### config.mk
export PLATFORM = sky130hd
export DESIGN_NAME = alu_issue_queue
export DESIGN_NICKNAME = d
export VERILOG_FILES = /design/src/rtl/alu_issue_queue_pkg.sv /design/src/rtl/alu_cmd_fifo.sv /design/src/rtl/alu_issue_queue.sv
export SDC_FILE = /design/constraint.sdc
export NUM_CORES = 1
export LEC_CHECK = 0
export ABC_AREA = 0
export CORE_MARGIN = 2
export CORE_UTILIZATION = 42
export CTS_BUF_LIST = sky130_fd_sc_hd__clkbuf_8
export CTS_CLUSTER_DIAMETER = 150
export DETAILED_ROUTE_END_ITERATION = 16
export PLACE_DENSITY = 0.66
export SLEW_MARGIN = 10
export SYNTH_ARGS = -nofsm -noshare
export SYNTH_HDL_FRONTEND = slang
export SYNTH_HIERARCHICAL = 1
export SYNTH_SLANG_ARGS = --single-unit
### constraint.sdc
create_clock -name clk -period 8.3 [get_ports clk]
set_input_delay 1.66 -clock clk [delete_from_list [all_inputs] [get_ports clk]]
set_output_delay 1.66 -clock clk [all_outputs]
set_load 0.01 [all_outputs]
### src/rtl/alu_issue_queue_pkg.sv
// Shared types for the ALU issue queue: operand width, op encodings and the
// queued command payload.
package alu_issue_queue_pkg;

  localparam int unsigned DATA_W = 32;
  localparam int unsigned OP_W   = 2;

  typedef enum logic [OP_W-1:0] {
    OP_ADD = 2'd0,
    OP_SUB = 2'd1,
    OP_AND = 2'd2,
    OP_OR  = 2'd3
  } alu_op_e;

  typedef struct packed {
    logic [DATA_W-1:0] a;
    logic [DATA_W-1:0] b;
    alu_op_e           op;
  } alu_cmd_t;

  localparam int unsigned CMD_W = $bits(alu_cmd_t);

endpackage

### src/rtl/alu_cmd_fifo.sv
// DEPTH-entry command FIFO with wrapping pointers and an occupancy counter.
module alu_cmd_fifo
  import alu_issue_queue_pkg::*;
#(
  parameter int unsigned DEPTH = 4
) (
  input  logic                   clk,
  input  logic                   reset,
  input  logic                   push,
  input  alu_cmd_t               wdata,
  input  logic                   pop,
  output alu_cmd_t               rdata,
  output logic                   empty,
  output logic                   full,
  output logic [$clog2(DEPTH):0] level
);

  localparam int unsigned PTR_W = $clog2(DEPTH);
  localparam int unsigned LVL_W = PTR_W + 1;

  alu_cmd_t           mem [DEPTH];
  logic [PTR_W-1:0]   wr_ptr;
  logic [PTR_W-1:0]   rd_ptr;
  logic               do_push;
  logic               do_pop;

  // Guard here as well so the FIFO can never overwrite or underflow.
  assign do_push = push && !full;
  assign do_pop  = pop && !empty;
  assign empty   = (level == '0);
  assign full    = (level == LVL_W'(DEPTH));
  assign rdata   = mem[rd_ptr];

  // Storage needs no reset: the read side is masked by empty.
  always_ff @(posedge clk) begin
    if (do_push) begin
      mem[wr_ptr] <= wdata;
    end
  end

  always_ff @(posedge clk) begin
    if (reset) begin
      wr_ptr <= '0;
      rd_ptr <= '0;
      level  <= '0;
    end else begin
      if (do_push) begin
        wr_ptr <= wr_ptr + PTR_W'(1);
      end
      if (do_pop) begin
        rd_ptr <= rd_ptr + PTR_W'(1);
      end
      case ({do_push, do_pop})
        2'b10:   level <= level + LVL_W'(1);
        2'b01:   level <= level - LVL_W'(1);
        default: level <= level;
      endcase
    end
  end

endmodule

### src/rtl/alu_issue_queue.sv
// Buffers ALU commands, issues them one at a time to an external registered
// ALU and holds each result until the consumer takes it.
module alu_issue_queue
  import alu_issue_queue_pkg::*;
#(
  parameter int unsigned DEPTH = 4
) (
  input  logic                   clk,
  input  logic                   reset,
  input  logic                   in_valid,
  output logic                   in_ready,
  input  logic [DATA_W-1:0]      in_a,
  input  logic [DATA_W-1:0]      in_b,
  input  logic [OP_W-1:0]        in_op,
  output logic [DATA_W-1:0]      alu_a,
  output logic [DATA_W-1:0]      alu_b,
  output logic [OP_W-1:0]        alu_op,
  output logic                   alu_en,
  input  logic [DATA_W-1:0]      alu_result,
  output logic                   out_valid,
  input  logic                   out_ready,
  output logic [DATA_W-1:0]      out_data,
  output logic [$clog2(DEPTH):0] level
);

  alu_cmd_t wr_cmd;
  alu_cmd_t head;
  logic     empty;
  logic     full;
  logic     push;
  logic     issue;
  logic     pending;

  always_comb begin
    wr_cmd    = '0;
    wr_cmd.a  = in_a;
    wr_cmd.b  = in_b;
    wr_cmd.op = alu_op_e'(in_op);
  end

  assign in_ready = !full;
  assign push     = in_valid && !full;

  // Issue depends only on registered state and out_ready, never on in_valid.
  assign issue  = !empty && !pending && (!out_valid || out_ready);
  assign alu_en = issue;

  assign alu_a  = empty ? '0 : head.a;
  assign alu_b  = empty ? '0 : head.b;
  assign alu_op = empty ? '0 : OP_W'(head.op);

  alu_cmd_fifo #(
    .DEPTH (DEPTH)
  ) u_fifo (
    .clk   (clk),
    .reset (reset),
    .push  (push),
    .wdata (wr_cmd),
    .pop   (issue),
    .rdata (head),
    .empty (empty),
    .full  (full),
    .level (level)
  );

  // pending marks the cycle in which the ALU output is valid for capture.
  always_ff @(posedge clk) begin
    if (reset) begin
      pending   <= 1'b0;
      out_valid <= 1'b0;
      out_data  <= '0;
    end else begin
      pending <= issue;
      if (pending) begin
        out_data  <= alu_result;
        out_valid <= 1'b1;
      end else if (out_valid && out_ready) begin
        out_valid <= 1'b0;
      end
    end
  end

endmodule

* Word level (Yosys, flattened, before mapping)
Memory sizes are Yosys's and may differ from the RTL's. A register that Yosys moved wholly into a read port is not among the register bits.
Index checks and enable logic that the tools add are counted.
** Word-level totals
- Register bits :: 41
- Memory bits (writable) :: 264
- Input port bits :: 102
- Output and inout bits :: 104
- Logic and storage cells :: 38
- Memories :: 1
** Memories
- u_fifo.mem :: depth 4, bits a word 66, read ports 1, clocked after memory_dff 1, wr ports 1, line alu_cmd_fifo.sv:21 : alu_cmd_t mem [DEPTH];
** Operators by class
- Add/sub/neg operators :: 4
- Eq/ne operators :: 3
- Mux-type cells :: 10
- Reduce and logical (&&, ||, !) cells :: 14
** Operator list (count)
- two-way mux 32 bit :: 2
- logical AND 1 bit :: 6
- two-way mux 2 bit :: 3
- one-hot mux 3 bit (2 select lines) :: 1
- adder 2 x 1 -> 2 bit, second input constant :: 2
- logical NOT 1 bit :: 4
- two-way mux 1 bit :: 4
- nonzero test 2 bit :: 2
- adder 3 x 1 -> 3 bit, second input constant :: 1
- == test 3 bit, second input constant :: 1
- logical NOT 3 bit :: 1
- subtractor 3 x 1 -> 3 bit, second input constant :: 1
- == test 2 x 1 -> 1 bit, second input constant :: 1
- == test 2 bit, second input constant :: 1
- logical OR 1 bit :: 1

* Longest topological paths before layout
- Depth after elaboration :: 7
- Gate-level depth with buffers :: 11

* Modules after synthesis
The synthesis kept the hierarchy.
** Modules (own cells, without submodules)
- alu_cmd_fifo :: instances 1, cells each 398, area an instance 9988.3 um^2, sequential area each 8107.8 um^2
- alu_issue_queue :: instances 1, cells each 185, area an instance 1727.9 um^2, sequential area each 680.7 um^2

* Worst setup path before layout
No wires, ideal clock.
- Path kind :: input-to-reg
- From :: input port in_valid
- To :: memory u_fifo/mem[0][0] (netlist bit) (enable)
- Arrival :: 3.665 ns
- Required time :: 7.869 ns
- Slack :: 4.204 ns
- Stages on the path :: 4
- Path through :: nor2b_1 -> inv_1 -> nor2_1 -> and2_1
** Between the ends
- Longest elaborated chain between the ends :: 4
** Ends and longest elaborated chain
- start: declaration :: line alu_issue_queue.sv:10 : input logic in_valid,
- logical AND 1 bit :: line alu_issue_queue.sv:42 : assign push = in_valid && !full;
- logical AND 1 bit :: line alu_cmd_fifo.sv:28 : assign do_push = push && !full;
- two-way mux 1 bit :: line alu_cmd_fifo.sv:36 : if (do_push) begin
- two-way mux 1 bit (implied by the code) :: line alu_cmd_fifo.sv:37 : mem[wr_ptr] <= wdata;
- end: declaration :: line alu_cmd_fifo.sv:21
No other way between the ends.

==> flow_summary_export.csv <==
group,metric,value,unit
run_status,status,"finished clean",
clocking,cts-resized-gates,0,
logic_synthesis,postSynthCellCount,583,
die,chipWidth,171,µm
die,boundaryPins,206,
die,starting_density,0.424,
placement,buffer_ports.inserted,205,
logic_synthesis,synth_area_leaders,"sky130_fd_sc_hd__edfxtp_1 (68%), sky130_fd_sc_hd__mux4_2 (13%), sky130_fd_sc_hd__dfxtp_1 (7.3%)",
die,die_area,0.0292,mm²
critical_path,reg2reg_depth,11,
logic_synthesis,synth.avg_cell_area,20.1,µm²
timing,timing.final.crit_period,5.01,ns
timing,fin_worst_skew,0.0188,ns
route,drtIter0Drc,266,
clocking,tritoncts,"built",
route,vias,6050,
route,avgRoutedWirePerCell,19.0,µm
clocking,cts.repair_timing.setup_buffer_count,0,
critical_path,regToRegSetupSlack,5.66,ns
cells_and_area,area_delta_synth_final,27.5,%
global_routing,first_global_vias,6555,
clocking,clock-sinks,307,
route,detail_route.wirelength,23.3,mm
power_and_ir_drop,vdd.ir_drop.worst,154,µV
critical_path,critical_path_peak_fanout,43,
timing,timing.final.setup_violations,0,
timing,max_slew.worst_pin.slew,1.11,ns
logic_synthesis,dominantRegCellSynth,"sky130_fd_sc_hd__edfxtp_1",
power_and_ir_drop,leakage,4.87,nW
die,dieHeight,171,µm
die,placementRows,61,
global_routing,grt_max_degree,67,
logic_synthesis,synthesis.yosys.warnings,6,
global_routing,antenna_found_initial,0,
logic_synthesis,synth_top_cell_area_share,0.677,
timing,final.setup.tns,0,ns
route,ant_nets,0,
hold_path,worstHoldPathType,"reg2reg",
timing,rsz_0062_raised_after_global_routing,"no",
timing,max_clock_freq,0.200,GHz
clocking,clk_pin_slew_worst_paths,0.06,ns
placement,detailed_place_hpwl,13.5,mm
critical_path,worst_ep_required_time,6.64,ns
logic_synthesis,leading_area_contributor_after_synthesis,"sky130_fd_sc_hd__edfxtp_1",
logic_synthesis,synth_fp_nets,691,
critical_path,crit_type,"reg2out",
logic_synthesis,post_synth_instance_area,0.0117,mm²
clocking,ctsHoldBuffers,0,
critical_path,setup.worst_path.end,"alu_b[11]",
hold_path,hold_depth,2,
logic_synthesis,synth-edff-count,264,
critical_path,r2r-end,"u_fifo/level[2]",
clocking,cts_made_buffers,50,
global_routing,grt_remaining_overflow,0,
global_routing,grt_use_total,0.160,
logic_synthesis,yosysSeqAreaShare,0.750,
placement,finalWeightedCongestion,0.712,
job,max_cap_violations,0,
cells_and_area,layout-drive-gt1-share,0.159,
critical_path,arrival,3.35,ns
cells_and_area,finish.instance_area,0.0149,mm²
logic_synthesis,yosys_register_bits,307,
power_and_ir_drop,fin_total_pwr,4.68,mW
cells_and_area,postLayoutCoreUtil,0.541,
logic_synthesis,synth_cell_type_count,28,
cells_and_area,n_antenna_cell,0,
clocking,clkLatencyLatePin,0.55,ns
timing,post-route-period-util,0.604,
cells_and_area,layout.nets,921,
clocking,root_buffer,"sky130_fd_sc_hd__clkbuf_8",
critical_path,setup.worst_path.end_class,"output port",
critical_path,cp-start-kind,"flip-flop",
global_routing,global_route_wire_length_before_repair,35.7,mm
route,detail_route.drc_violations,0,
route,detail_route.first_pass.iterations,4,
die,coreArea,0.0276,mm²
route,post_drt_via_cell_ratio,4.93,
critical_path,timing.rr.start,"u_fifo/level[2]",
placement,detailed_place.area,0.0141,mm²
clocking,cts_htree_levels,2,
timing,slew-limit-headroom,0.263,
timing,timing.final.hold_violations,0,
clocking,buffer_depth_of_the_longest_clock_path,3,
logic_synthesis,async_reset_ff_frac,0,
timing,max_slew_violation_total_from_the_final_report,0,
power_and_ir_drop,powerDensity,314,mW/mm²
worst max-delay path, cell delays in order (launching register included):
cell	delay, ns
sky130_fd_sc_hd__dfxtp_4	0.95
sky130_fd_sc_hd__buf_4	0.57
sky130_fd_sc_hd__mux4_2	0.57
sky130_fd_sc_hd__nor2b_1	0.15
sky130_fd_sc_hd__clkdlybuf4s50_1	0.53
cell usage after synthesis (3+ instances only):
| library cell | n |
|---|---|
| sky130_fd_sc_hd__dfxtp_1 | 43 |
| sky130_fd_sc_hd__nor2_1 | 38 |
| sky130_fd_sc_hd__and2_1 | 4 |
| sky130_fd_sc_hd__nor2b_1 | 53 |
| sky130_fd_sc_hd__buf_12 | 3 |
| sky130_fd_sc_hd__mux2i_1 | 33 |
| sky130_fd_sc_hd__xor2_1 | 3 |
| sky130_fd_sc_hd__clkbuf_1 | 5 |
| sky130_fd_sc_hd__a21oi_1 | 4 |
| sky130_fd_sc_hd__inv_1 | 9 |
| sky130_fd_sc_hd__buf_6 | 6 |
| sky130_fd_sc_hd__mux4_2 | 66 |
| sky130_fd_sc_hd__buf_2 | 13 |
| sky130_fd_sc_hd__or3_1 | 3 |
| sky130_fd_sc_hd__and2b_1 | 15 |
| sky130_fd_sc_hd__edfxtp_1 | 264 |
| sky130_fd_sc_hd__ha_1 | 5 |
| sky130_fd_sc_hd__o21ai_0 | 3 |
logic make-up after synthesis:
kind of cell             count (synthesis)  share of synthesized area
multiplexers                            99                      0.155
AND/OR/NAND/NOR                        120                     0.0585
buffers and inverters                   39                     0.0225
flip-flops                             307                      0.750
AO/OA/AOI/OAI                            9                    0.00449
adder cells (fa/ha/maj)                  6                    0.00705
XOR/XNOR                                 3                    0.00224
flip-flops by register name (all words and copies together) (netlist names), named ones only:
register and flops:
u_fifo/wr_ptr 2, u_fifo/level 3, out_data 32, out_valid 1
pending 1, u_fifo/mem 264, u_fifo/rd_ptr 2
where the power goes:
group          internal [mW]  switching (mW)  leakage [nW]
registers               1.90           0.157          2.77
logic                  0.834           0.643          1.59
clock network          0.597           0.549         0.505
total                   3.33            1.35          4.87
cell type report:
type	count	area, µm²
Clock buffer	51	702
Clock inverter	38	176
Fill cell	2200	12700
Inverter	9	33.8
Multi-Input combinational cell	237	2680
Sequential cell	307	8800
Tap cell	378	473
Timing Repair Buffer	208	2070
per-stage QoR:
| step | hold slack (ns) | setup slack (ns) | std cells |
|---|---|---|---|
| after floorplan | 0.459 | 4.20 | 583 |
| after global placement | 0.461 | 3.53 | 1139 |
| after detailed placement | 0.488 | 3.57 | 1139 |
| after CTS | 0.498 | 3.10 | 1228 |
| after global routing | 0.525 | 2.97 | 1228 |
| final | 0.494 | 3.29 | 1228 |
layout by cell type (no fill, tap or decap), types with 5 or more instances in the layout:
cell type | netlist | final
sky130_fd_sc_hd__and2b_1 | 15 | 15
sky130_fd_sc_hd__clkbuf_8 | 0 | 51
sky130_fd_sc_hd__clkdlybuf4s50_1 | 0 | 205
sky130_fd_sc_hd__clkinv_1 | 0 | 17
sky130_fd_sc_hd__dfxtp_1 | 43 | 40
sky130_fd_sc_hd__edfxtp_1 | 264 | 264
sky130_fd_sc_hd__ha_1 | 5 | 5
sky130_fd_sc_hd__inv_1 | 9 | 25
sky130_fd_sc_hd__mux2i_1 | 33 | 33
sky130_fd_sc_hd__mux4_2 | 66 | 66
sky130_fd_sc_hd__nor2_1 | 38 | 38
sky130_fd_sc_hd__nor2b_1 | 53 | 53
layer usage:
| layer | global-route usage | up-vias | wire length [µm] |
|---|---|---|---|
| met3 | 0.0372 | 51 | 1310 |
| li1 | - | 2735 | - |
| met4 | 0.0538 | 0 | 505 |
| met2 | 0.277 | 176 | 11700 |
| met5 | 0 | - | 0 |
| met1 | 0.200 | 3088 | 9800 |
worst min path at each step:
stage                                 from           end  slack, ns
after detailed placement       out_data[6]   out_data[6]       0.49
after CTS                      out_data[6]   out_data[6]       0.50
after floorplan           u_fifo/rd_ptr[1]     flip-flop       0.46
after global placement    u_fifo/rd_ptr[1]     flip-flop       0.46
after global routing          out_data[31]  out_data[31]       0.52
final                          out_data[6]   out_data[6]       0.49
Power figures use the tool's default switching activity.
